<file path="src/rtl/fetch_pkg.sv">
// Shared fetch-stage definitions: reset defaults and the IF/ID slot layout used by decode.
package fetch_pkg;

    localparam logic [31:0] RESET_PC_DEF  = 32'h0000_0000;
    localparam logic [31:0] PC_STEP_DEF   = 32'd1;
    localparam logic [31:0] NOP_INSTR_DEF = 32'h0000_0013;

    typedef struct packed {
        logic        valid;
        logic [31:0] pc;
        logic [31:0] instr;
    } if_id_t;

    function automatic if_id_t make_slot(input logic [31:0] pc, input logic [31:0] instr);
        if_id_t s;
        s.valid = 1'b1;
        s.pc    = pc;
        s.instr = instr;
        return s;
    endfunction

endpackage

</file>
<file path="src/rtl/fetch_stage.sv">
// Instruction fetch: word-addressed PC, 1-cycle synchronous imem, registered IF/ID slot
// with a one-entry skid buffer for decode stalls and squash on branch redirect.
module fetch_stage
    import fetch_pkg::*;
#(
    parameter logic [31:0] RESET_PC  = RESET_PC_DEF,
    parameter logic [31:0] PC_STEP   = PC_STEP_DEF,
    parameter logic [31:0] NOP_INSTR = NOP_INSTR_DEF
) (
    input  logic        clk,
    input  logic        rst,
    input  logic        stall,
    input  logic        jump,
    input  logic [31:0] next,
    output logic        imem_en,
    output logic [31:0] imem_addr,
    input  logic [31:0] imem_rdata,
    output logic        if_valid,
    output logic [31:0] if_pc,
    output logic [31:0] if_instr,
    output logic        flush
);

    logic        issue;
    logic [31:0] pc;
    logic        req_vld;
    logic [31:0] req_pc;
    if_id_t      if_id, if_id_d;
    if_id_t      skid,  skid_d;

    // No new fetch while decode is stalled or the path is being redirected.
    assign issue     = ~rst & ~stall & ~jump;
    assign imem_en   = issue;
    assign imem_addr = pc;
    assign flush     = jump;

    assign if_valid  = if_id.valid;
    assign if_pc     = if_id.pc;
    assign if_instr  = if_id.instr;

    // NOTE: state registers use non-blocking assignments so every flop samples pre-edge values.
    always_ff @(posedge clk or posedge rst) begin
        if (rst) begin
            pc <= RESET_PC;
        end else if (jump) begin
            pc <= next;
        end else if (issue) begin
            pc <= pc + PC_STEP;
        end
    end

    always_ff @(posedge clk or posedge rst) begin
        if (rst) begin
            req_vld <= 1'b0;
            req_pc  <= '0;
        end else begin
            req_vld <= issue;
            req_pc  <= pc;
        end
    end

    // NOTE: every combinational output is defaulted first so no path leaves it unassigned (no latch).
    always_comb begin
        if_id_d = if_id;
        skid_d  = skid;
        if (jump) begin
            if_id_d.valid = 1'b0;
            if_id_d.instr = NOP_INSTR;
            skid_d.valid  = 1'b0;
        end else if (stall) begin
            if (req_vld) begin
                skid_d = make_slot(req_pc, imem_rdata);
            end
        end else if (skid.valid) begin
            if_id_d      = skid;
            skid_d.valid = 1'b0;
        end else if (req_vld) begin
            if_id_d = make_slot(req_pc, imem_rdata);
        end else begin
            if_id_d.valid = 1'b0;
            if_id_d.instr = NOP_INSTR;
        end
    end

    always_ff @(posedge clk or posedge rst) begin
        if (rst) begin
            if_id.valid <= 1'b0;
            if_id.pc    <= '0;
            if_id.instr <= NOP_INSTR;
            skid        <= '0;
        end else begin
            if_id <= if_id_d;
            skid  <= skid_d;
        end
    end

    // Skid drains before any new fetch returns, so one entry is always enough.
    assert property (@(posedge clk) disable iff (rst) !(skid.valid && req_vld && !stall));

endmodule

</file>
<file path="config.mk">
export PLATFORM = sky130hd
export DESIGN_NAME = fetch_stage
export DESIGN_NICKNAME = d
export VERILOG_FILES = /design/src/rtl/fetch_pkg.sv /design/src/rtl/fetch_stage.sv
export SDC_FILE = /design/constraint.sdc
export NUM_CORES = 1
export LEC_CHECK = 0
export ABC_CLOCK_PERIOD_IN_PS = 5400
export CAP_MARGIN = 20
export CORE_MARGIN = 5
export CORE_UTILIZATION = 48
export CTS_BUF_LIST = sky130_fd_sc_hd__clkbuf_8
export CTS_CLUSTER_SIZE = 16
export DETAILED_ROUTE_END_ITERATION = 10
export PLACE_DENSITY = 0.79
export SETUP_SLACK_MARGIN = 0.1
export SYNTH_ARGS = -nofsm -noshare
export SYNTH_HDL_FRONTEND = slang
export SYNTH_SLANG_ARGS = --single-unit
</file>
<file path="constraint.sdc">
create_clock -name clk -period 5.4 [get_ports clk]
set_input_delay 0.54 -clock clk [delete_from_list [all_inputs] [get_ports clk]]
set_output_delay 0.54 -clock clk [all_outputs]
set_load 0.02 [all_outputs]
</file>
==> flow_summary.yaml, run 1 <==
detailed_routing:
  num_vias: 5876
  drtPass1Iterations: 4
  drc_errors: 0
  drt_iter0_markers: 325
  wl_per_cell_um: 17.9
  ant_nets: 0
  via_per_inst: 5.51
  totalWireLength_mm: 19.0
global_routing:
  grt_max_degree: 68
  grt_pass1_vias: 5907
  grt_pass1_wl_mm: 31.1
  grt_antenna_before_repair: 0
  grtUsageTotal_pct: 19.8
  grt_overflow: 0
floorplan:
  rows: 47
  coreArea_um2: 16600
  die_width_um: 140
  die_y_um: 140
  io_pins: 167
  design.die.area_um2: 19600
  initial_core_util_pct: 49.0
clock_network:
  cts_setup_buffers: 0
  clockBufferDepth: 2
  htree_levels: 4
  clk-insertion-delay-late_ns: 0.47
  cts_buffers: 17
  post_cts_resized: 0
  cts_sinks: 195
  cts.clk_slew.worst_paths_ns: 0.09
  cts_hold_buffers: 0
  cts_tree: "done"
  root_buffer: "clkbuf_8"
synthesis:
  syn_avg_cell_area_um2: 11.9
  yosysMostFrequentCell: "dfrtp_1"
  synth_cell_types: 44
  synth-seq-cells: 195
  seq_area_frac_synth_pct: 60.1
  syn_area_um2: 8130
  synth_largest_area_cell: "dfrtp_1"
  synth_edf_count: 0
  synthTopCellsByCount: "dfrtp_1, nand2_1, mux2_2, o21ai_0, clkbuf_1"
  synth_flop_cell: "dfrtp_1"
  synth_top_cell_area_share_pct: 59.1
  syn_inst: 685
  synth_warnings: 0
  syn-num-nets: 754
  synth.area.top_cells: "dfrtp_1, mux2_2, mux2i_1"
  synthArstFlopShare_pct: 100
worst_setup_path:
  cp_slowest_cell: "clkdlybuf4s50_1"
  cpPeakStageDelay_ns: 0.58
  r2r-start: "skid[64]"
  worstSetupPathType: "input pin to output port"
  rr_worst_depth: 4
  crit_arrival_ns: 2.10
  path_max_fanout: 58
  path_cells: "buf_2 > buf_4 > nor3_1 > clkdlybuf4s50_1"
  reg2reg_slack_ns: 2.90
  required_ns: 4.86
  cp-start-kind: "input pin"
  end_kind: "output port"
  r2r-end: "if_pc[0]"
sta:
  finClkSkew_ns: 0.0134
  worst_slack_ns: 2.76
  worst_slew_pin_slew_ns: 1.01
  max_freq_ghz: 0.379
  setup_tns_ns: 0
  hold_ws_ns: 0.444
  slew_headroom_pct: 32.5
  rsz0062_at_grt: "false"
  hold_viol: 0
  maxSlewViolCount: 0
  final-setup-viol-count: 0
  period_needed_ns: 2.64
  finalCritPeriodShare_pct: 48.9
finish:
  final_nets: 902
  multiInputGateArea_um2: 3030
  area_growth_syn_to_layout_pct: 28.2
  drive_gt1_share_pct: 13.8
  fill_cells: 1329
  fin_cells: 1066
  design_area_um2: 10400
  regArea_um2: 4890
  final_core_util_pct: 62.9
  diodes: 0
hold_path:
  hold_depth: 3
  hold_end: "imem_addr[14]"
  min_from: "jump"
  hp-class: "input pin to register"
placement:
  post-place-ws_ns: 2.53
  place_congestion: 0.770
  dp.cells: 1034
  io_buffers: 166
  dpl-instance-area_um2: 9950
  hpwl_mm: 12.7
flow_run:
  maxCapViolCount: 0
pwr:
  power_per_cell_area_nw_per_um2: 349
  max-vdd-ir-drop_v: 0.000163
  p_leak_nw: 4.30
  power.total_mw: 3.64
outcome:
  outcome: "complete, no violations"
## cell type report
type                       count  area share [%]
sequential                   195            46.9
clock buffer                  20            2.64
timing repair buffer         174            16.4
clock inverter                12            1.92
multi-input combinational    434            29.1
tap                          220            2.64
inverter                      11           0.432
## critical path, delay by kind of cell
| kind | cells | cell delay (ns) |
|---|---|---|
| buf+inv | 3 | 1.37 |
| simple gates | 1 | 0.14 |
## registers in the layout (all words and copies together), names as in the netlist
signal and cells:
skid 65, if_instr 32, if_pc 32, imem_addr 32, req_pc 32, if_valid 1
req_vld 1
## cells by family (layout without fill, tap and decap cells)
kind of cell	count (synthesis)	count (layout)	synth area share, %
buffers and inverters	56	217	2.82
XOR/XNOR	12	12	1.29
flip-flops	195	195	60.1
multiplexers	97	97	12.9
AO/OA/AOI/OAI	116	116	9.46
AND/OR/NAND/NOR	208	208	13.3
adder cells (fa/ha/maj)	1	1	0.154
## layer usage
layer  part of all wire, %  up-vias  track usage, %
met3                   5.3       38            5.59
met1                    44     2901            26.4
met4                   2.9        0            7.14
met2                    48      157            31.1
met5                     0        -               0
li1                      -     2780               -
## power breakdown
| part | switching (mW) | internal [mW] |
|---|---|---|
| sequential | 0.157 | 1.69 |
| combinational | 0.328 | 0.366 |
| clock | 0.504 | 0.590 |
| total | 0.989 | 2.65 |
## layout by cell type, fill, tap and decap left out, types with 3 or more instances in the layout
cell / count
a21oi_1: 3
a221oi_1: 28
a31oi_1: 15
and4_1: 3
buf_4: 8
bufinv_16: 5
clkbuf_8: 20
clkdlybuf4s50_1: 164
clkinv_2: 3
clkinvlp_4: 3
dfrtp_1: 191
dfstp_2: 3
inv_1: 9
mux2_2: 64
mux2i_1: 33
nand2_1: 67
nand3_1: 12
nand4_1: 7
nor2_1: 21
nor2b_1: 30
nor3_1: 34
nor4_1: 3
o211ai_1: 3
o21ai_0: 46
o22ai_1: 3
o31ai_1: 13
or4_1: 14
xnor2_1: 7
xor2_1: 5
## how the worst max path moves through the flow
stage,slack (ns),startpoint,end
floorplan,2.34,rst,if_instr[10]
global placement,2.59,rst,imem_addr[30]
detailed placement,2.53,rst,imem_addr[30]
CTS,2.75,jump,imem_en
global route,2.66,jump,imem_en
finish,2.76,jump,imem_en
Note: power is estimated with default switching activity, not from simulation.
==> run 2, diff against run 1 <==
--- a/config.mk
+++ b/config.mk
@@ -5,7 +5,7 @@
 export SDC_FILE = /design/constraint.sdc
 export NUM_CORES = 1
 export LEC_CHECK = 0
-export ABC_CLOCK_PERIOD_IN_PS = 5400
+export ABC_CLOCK_PERIOD_IN_PS = 2200
 export CAP_MARGIN = 20
 export CORE_MARGIN = 5
 export CORE_UTILIZATION = 48
==> constraint.sdc (replaced) <==
create_clock -name clk -period 2.2 [get_ports clk]
set_input_delay 0.22 -clock clk [delete_from_list [all_inputs] [get_ports clk]]
set_output_delay 0.22 -clock clk [all_outputs]
set_load 0.02 [all_outputs]
==> run 2 against run 1 <==
Effect of this change: sequential share of layout area is 1.3 points lower; combinational power grew to 2.7 times the previous value; cell count is 3.8% higher; sequential power is 140% higher; critical path type is now register to register; largest cell class unchanged.
==> flow_summary.yaml, run 2 (synthesis results as in run 1) <==
outcome:
  outcome: "complete, no violations"
worst_setup_path:
  path_max_fanout: 28
  cp-start-kind: "register"
  worstSetupPathType: "register to register"
  r2r-start: "imem_addr[7]"
  crit_arrival_ns: 2.44
  rr_worst_depth: 4
  reg2reg_slack_ns: 0.13
  r2r-end: "imem_addr[31]"
  end_kind: "register"
  required_ns: 2.57
detailed_routing:
  drc_errors: 0
  drtPass1Iterations: 4
  num_vias: 6016
  totalWireLength_mm: 19.9
  wl_per_cell_um: 18.0
  via_per_inst: 5.44
  drt_iter0_markers: 328
  ant_nets: 0
finish:
  final_cell_mix: "dfrtp_1, clkdlybuf4s50_1, nand2_1"
  multiInputGateArea_um2: 3030
  area_growth_syn_to_layout_pct: 31.9
  top_register: "skid"
  largest_reg_flops: 65
  drive_gt1_share_pct: 17.6
  diodes: 0
  regArea_um2: 4890
  final_nets: 942
  fill_cells: 1288
  layout_commonest_cell: "dfrtp_1"
global_routing:
  grt_max_degree: 80
  grt_pass1_vias: 6346
  grtUsageTotal_pct: 21.0
  grt_antenna_before_repair: 0
  grt_overflow: 0
  grt_pass1_wl_mm: 33.0
sta:
  maxSlewViolCount: 0
  slew_headroom_pct: 61.7
  period_needed_ns: 2.07
  hold_ws_ns: 0.0547
  finalCritPeriodShare_pct: 94.3
  hold_viol: 0
  worst_slew_pin_slew_ns: 0.574
  rsz0062_at_grt: "true"
  max_freq_ghz: 0.482
  finClkSkew_ns: 0.00792
  final-setup-viol-count: 0
floorplan:
  io_pins: 167
  design.die.area_um2: 19600
  rows: 47
  initial_core_util_pct: 49.0
  die_y_um: 140
  coreArea_um2: 16600
  die_width_um: 140
clock_network:
  cts_buffers: 17
  htree_levels: 4
  cts_hold_buffers: 0
  clk-insertion-delay-late_ns: 0.45
  cts_tree: "done"
  cts.clk_slew.worst_paths_ns: 0.09
  cts_sinks: 195
  clockBufferDepth: 2
  root_buffer: "clkbuf_8"
pwr:
  max-vdd-ir-drop_v: 0.000397
  power.total_mw: 8.62
  power_per_cell_area_nw_per_um2: 803
  p_leak_nw: 4.50
flow_run:
  maxCapViolCount: 0
placement:
  place_congestion: 0.796
  hpwl_mm: 14.1
  io_buffers: 166
hold_path:
  min_from: "jump"
  hold_depth: 2
  hold_end: "req_vld"
  hp-class: "input pin to register"
==> run 2: how the worst max path moves through the flow <==
stage | endpoint | depth (start not counted) | start
global placement | imem_addr[30] | 5 | rst
finish | imem_addr[31] | 4 | imem_addr[7]
global route | imem_addr[30] | 5 | imem_addr[0]
CTS | imem_addr[31] | 4 | imem_addr[7]
detailed placement | imem_addr[31] | 6 | rst
floorplan | if_instr[10] | 1 | rst
==> run 2: critical path: stages, from the launching register on <==
cell and delay [ns]:
dfrtp_1 0.41, nand4_4 0.12, or4_4 0.70, or4_1 0.55, a31oi_1 0.20
==> run 2: repair_timing <==
item                                    in CTS  in global routing
resized for setup                            1                  0
cloned                                       0                  0
pin swaps                                    0                  3
endpoints found under the setup margin       1                  7
setup buffers                                0                  1
==> run 2: per-stage QoR <==
step           setup TNS, ns  setup slack [ns]  util [%]  cell area (um2)  std cells
4_1_cts                    0             0.128      64.6            10700       1105
3_5_place_dp        -0.00575          -0.00575      62.3            10300       1073
3_3_place_gp               0            0.0785      62.3            10300       1073
2_1_floorplan        -103.03            -0.536         -             8140        685
6_report                   0             0.126      64.7            10700       1106
5_1_grt                    0            0.0645      64.7            10700       1106
==> run 2: final cells by class <==
type	count	area share, %
inverter	11	0.420
tap	220	2.57
clock inverter	11	0.956
timing repair buffer	214	19.6
multi-input combinational	434	28.2
sequential	195	45.6
clock buffer	21	2.69
==> run 2: where the power goes <==
part / total, mW / leakage (nW) / internal, mW / switching [mW]
Sequential: 4.49 / 2.39 / 4.16 / 0.332
Combinational: 1.85 / 1.90 / 0.966 / 0.887
Clock: 2.27 / 0.200 / 1.02 / 1.25
==> run 2: routing by layer <==
layer | wire length, um | up-vias | track usage [%]
li1 | - | 2854 | -
met1 | 8470 | 2976 | 27.0
met2 | 9910 | 157 | 34.8
met3 | 1110 | 29 | 5.35
met4 | 435 | 0 | 7.24
met5 | 0 | - | 0
==> run 3, diff against run 2 <==
==> config.mk (replaced) <==
export PLATFORM = sky130hd
export DESIGN_NAME = fetch_stage
export DESIGN_NICKNAME = d
export VERILOG_FILES = /design/src/rtl/fetch_pkg.sv /design/src/rtl/fetch_stage.sv
export SDC_FILE = /design/constraint.sdc
export NUM_CORES = 1
export LEC_CHECK = 0
export ABC_CLOCK_PERIOD_IN_PS = 1700
export CAP_MARGIN = 20
export CORE_MARGIN = 5
export CORE_UTILIZATION = 46
export CTS_BUF_LIST = sky130_fd_sc_hd__clkbuf_4 sky130_fd_sc_hd__clkbuf_8 sky130_fd_sc_hd__clkbuf_16
export CTS_CLUSTER_SIZE = 16
export DETAILED_ROUTE_END_ITERATION = 10
export PLACE_DENSITY = 0.76
export SETUP_SLACK_MARGIN = 0.1
export SYNTH_ARGS = -nofsm -noshare
export SYNTH_HDL_FRONTEND = slang
export SYNTH_SLANG_ARGS = --single-unit
==> constraint.sdc (replaced) <==
create_clock -name clk -period 1.7 [get_ports clk]
set_input_delay 0.17 -clock clk [delete_from_list [all_inputs] [get_ports clk]]
set_output_delay 0.17 -clock clk [all_outputs]
set_load 0.01 [all_outputs]
==> run 3 against run 2 <==
Effect of this change: the run now ends with negative setup slack left; critical path depth rose by 2; final area is 6.8% higher; highest routed layer unchanged; sequential share of layout area fell by 2.9 points; count of clock-buffer cells in the layout fell by 3; first-iteration DRC count grew 57%; worst hold slack improved by 0.051 ns.
==> flow_summary.yaml, run 3 (synthesis results as in run 1) <==
pwr:
  power_frac_comb_pct: 18.9
  p_switching_mw: 3.28
  clock_power_share_pct: 33.2
  power.total_mw: 12.1
  power_per_cell_area_nw_per_um2: 1050
  pwr-share-seq_pct: 47.9
  p_leak_nw: 4.92
  internal_power_mw: 8.78
  max-vdd-ir-drop_v: 0.000809
  p_sw_share_pct: 27.2
detailed_routing:
  drc_errors: 0
  drt_iter0_markers: 516
  num_vias: 6416
  ant_nets: 0
  via_per_inst: 5.56
  totalWireLength_mm: 21.5
  drtPass1Iterations: 5
  wl_per_cell_um: 18.6
sta:
  hold_viol: 0
  finClkSkew_ns: 0.00628
  worst_slew_pin_slew_ns: 0.569
  slew_headroom_pct: 62.0
  rsz0062_at_grt: "true"
  final-setup-viol-count: 18
  maxSlewViolCount: 0
  period_needed_ns: 2.00
  max_freq_ghz: 0.500
  finalCritPeriodShare_pct: 118
  worst_slack_ns: -0.302
floorplan:
  design.die.area_um2: 20400
  coreArea_um2: 17300
  io_pins: 167
  rows: 48
  initial_core_util_pct: 47.0
  die_y_um: 143
  die_width_um: 143
finish:
  layout_commonest_cell: "dfrtp_1"
  top_register: "skid"
  diodes: 0
  multiInputGateArea_um2: 3240
  fin_cells: 1153
  final_nets: 984
  regArea_um2: 4890
  design_area_um2: 11500
  drive_gt1_share_pct: 23.8
  area_growth_syn_to_layout_pct: 40.9
  final_cell_mix: "dfrtp_1, clkdlybuf4s50_1, buf_4"
  largest_reg_flops: 65
  fill_cells: 1284
worst_setup_path:
  r2r-end: "imem_addr[26]"
  cp-start-kind: "register"
  crit_buf_inv: 1
  crit_family: "simple AND/OR/NAND/NOR gates"
  end_kind: "register"
  crit_arrival_ns: 2.35
  path_cells: "ha_2 > or3b_4 > nand4b_1 > buf_6 > or4_1 > a31oi_1"
  worstSetupPathType: "register to register"
  cp_slowest_cell: "or4_1"
  reg2reg_slack_ns: -0.30
  path_max_fanout: 7
  r2r-start: "imem_addr[1]"
  rr_worst_depth: 6
  cpPeakStageDelay_ns: 0.47
  required_ns: 2.05
outcome:
  outcome: "finished, violations left"
  violations: "negative setup slack"
placement:
  io_buffers: 166
  hpwl_mm: 14.3
  place_congestion: 0.809
  dp.cells: 1108
  dpl-instance-area_um2: 10600
clock_network:
  cts_buffers: 17
  clk-insertion-delay-late_ns: 0.43
  cts.clk_slew.worst_paths_ns: 0.07
  clockBufferDepth: 2
  cts_sinks: 195
  htree_levels: 4
  root_buffer: "clkbuf_16"
  cts_tree: "done"
global_routing:
  grt_use_met3_pct: 5.59
  grt.busiest_layer: "met2"
  grtUsageTotal_pct: 21.2
  use_met1_pct: 27.4
  grt_pass1_vias: 6482
  grt_antenna_before_repair: 0
  grtUsageMet2_pct: 34.9
  grt_pass1_wl_mm: 33.8
  grt_max_degree: 65
  grt_overflow: 0
hold_path:
  hold_depth: 3
  min_from: "stall"
  hold_end: "req_vld"
  hp-class: "input pin to register"
flow_run:
  maxCapViolCount: 0
==> run 3: cell count changes in the layout (fill, tap and decap cells not counted), sizes merged <==
cell	delta
dlymetal6s2s	+2
clkinvlp	+1
dlygate4sd3	+2
inv	+2
buf	+38
clkdlybuf4s50	-36
dlygate4sd2	+31
clkbuf	-3
clkdlybuf4s15	+2
or4	+3
==> run 3: worst max path at each step <==
stage	slack [ns]	start	to	cells after the start
3_3_place_gp	-0.49	rst	imem_addr[27]	6
3_5_place_dp	-0.58	rst	imem_addr[27]	6
6_report	-0.30	imem_addr[1]	imem_addr[26]	6
2_1_floorplan	-0.99	rst	if_instr[10]	1
5_1_grt	-0.36	imem_addr[1]	imem_addr[26]	6
4_1_cts	-0.27	imem_addr[0]	imem_addr[26]	6
==> run 3: power by group through the flow <==
stage                     registers, mW  clock network [mW]  logic (mW)
final                              5.78                4.00        2.29
after global routing               5.88                4.25        2.50
after detailed placement           5.86                   0        2.30
after CTS                          5.77                4.06        2.28
after global placement             5.81                   0        2.24
after floorplan                    5.98                   0       0.886
==> run 3: layout make-up <==
class                      instances  share of cell area [%]
clock buffer                      18                    3.83
clock inverter                    14                    1.31
inverter                          11                   0.393
multi-input combinational        437                    28.3
sequential                       195                    42.7
tap                              225                    2.46
timing repair buffer             253                    21.1
==> run 3: worst register-to-register path, stage by stage (launching register included) <==
cell      delay, ns
dfrtp_1        0.35
ha_2           0.18
or3b_4         0.38
nand4b_1       0.19
buf_6          0.15
or4_1          0.47
a31oi_1        0.19
==> run 3: repair_timing <==
item,4_1_cts,5_1_grt
endpoints found under the hold margin,1,2
endpoints found under the setup margin,60,33
hold buffers,1,1
resized for setup,53,26
setup buffers,6,3
pin swaps,20,18
cloned,3,0
==> run 3: stage by stage <==
step | setup TNS [ns] | hold slack [ns] | setup WS [ns] | util, %
2_1_floorplan | -196.86 | 0.287 | -0.986 | -
3_3_place_gp | -7.35 | 0.454 | -0.485 | 61.4
3_5_place_dp | -8.87 | 0.445 | -0.578 | 61.4
4_1_cts | -2.69 | 0.0909 | -0.273 | 65.5
5_1_grt | -4.57 | 0.101 | -0.365 | 66.2
6_report | -3.06 | 0.105 | -0.302 | 66.2
==> run 3: routing by layer <==
| metal | share of wire, % | vias up |
|---|---|---|
| met2 | 50 | 220 |
| met1 | 41 | 3218 |
| met5 | 0 | - |
| met4 | 1.9 | 0 |
| met3 | 6.7 | 32 |
| li1 | - | 2946 |
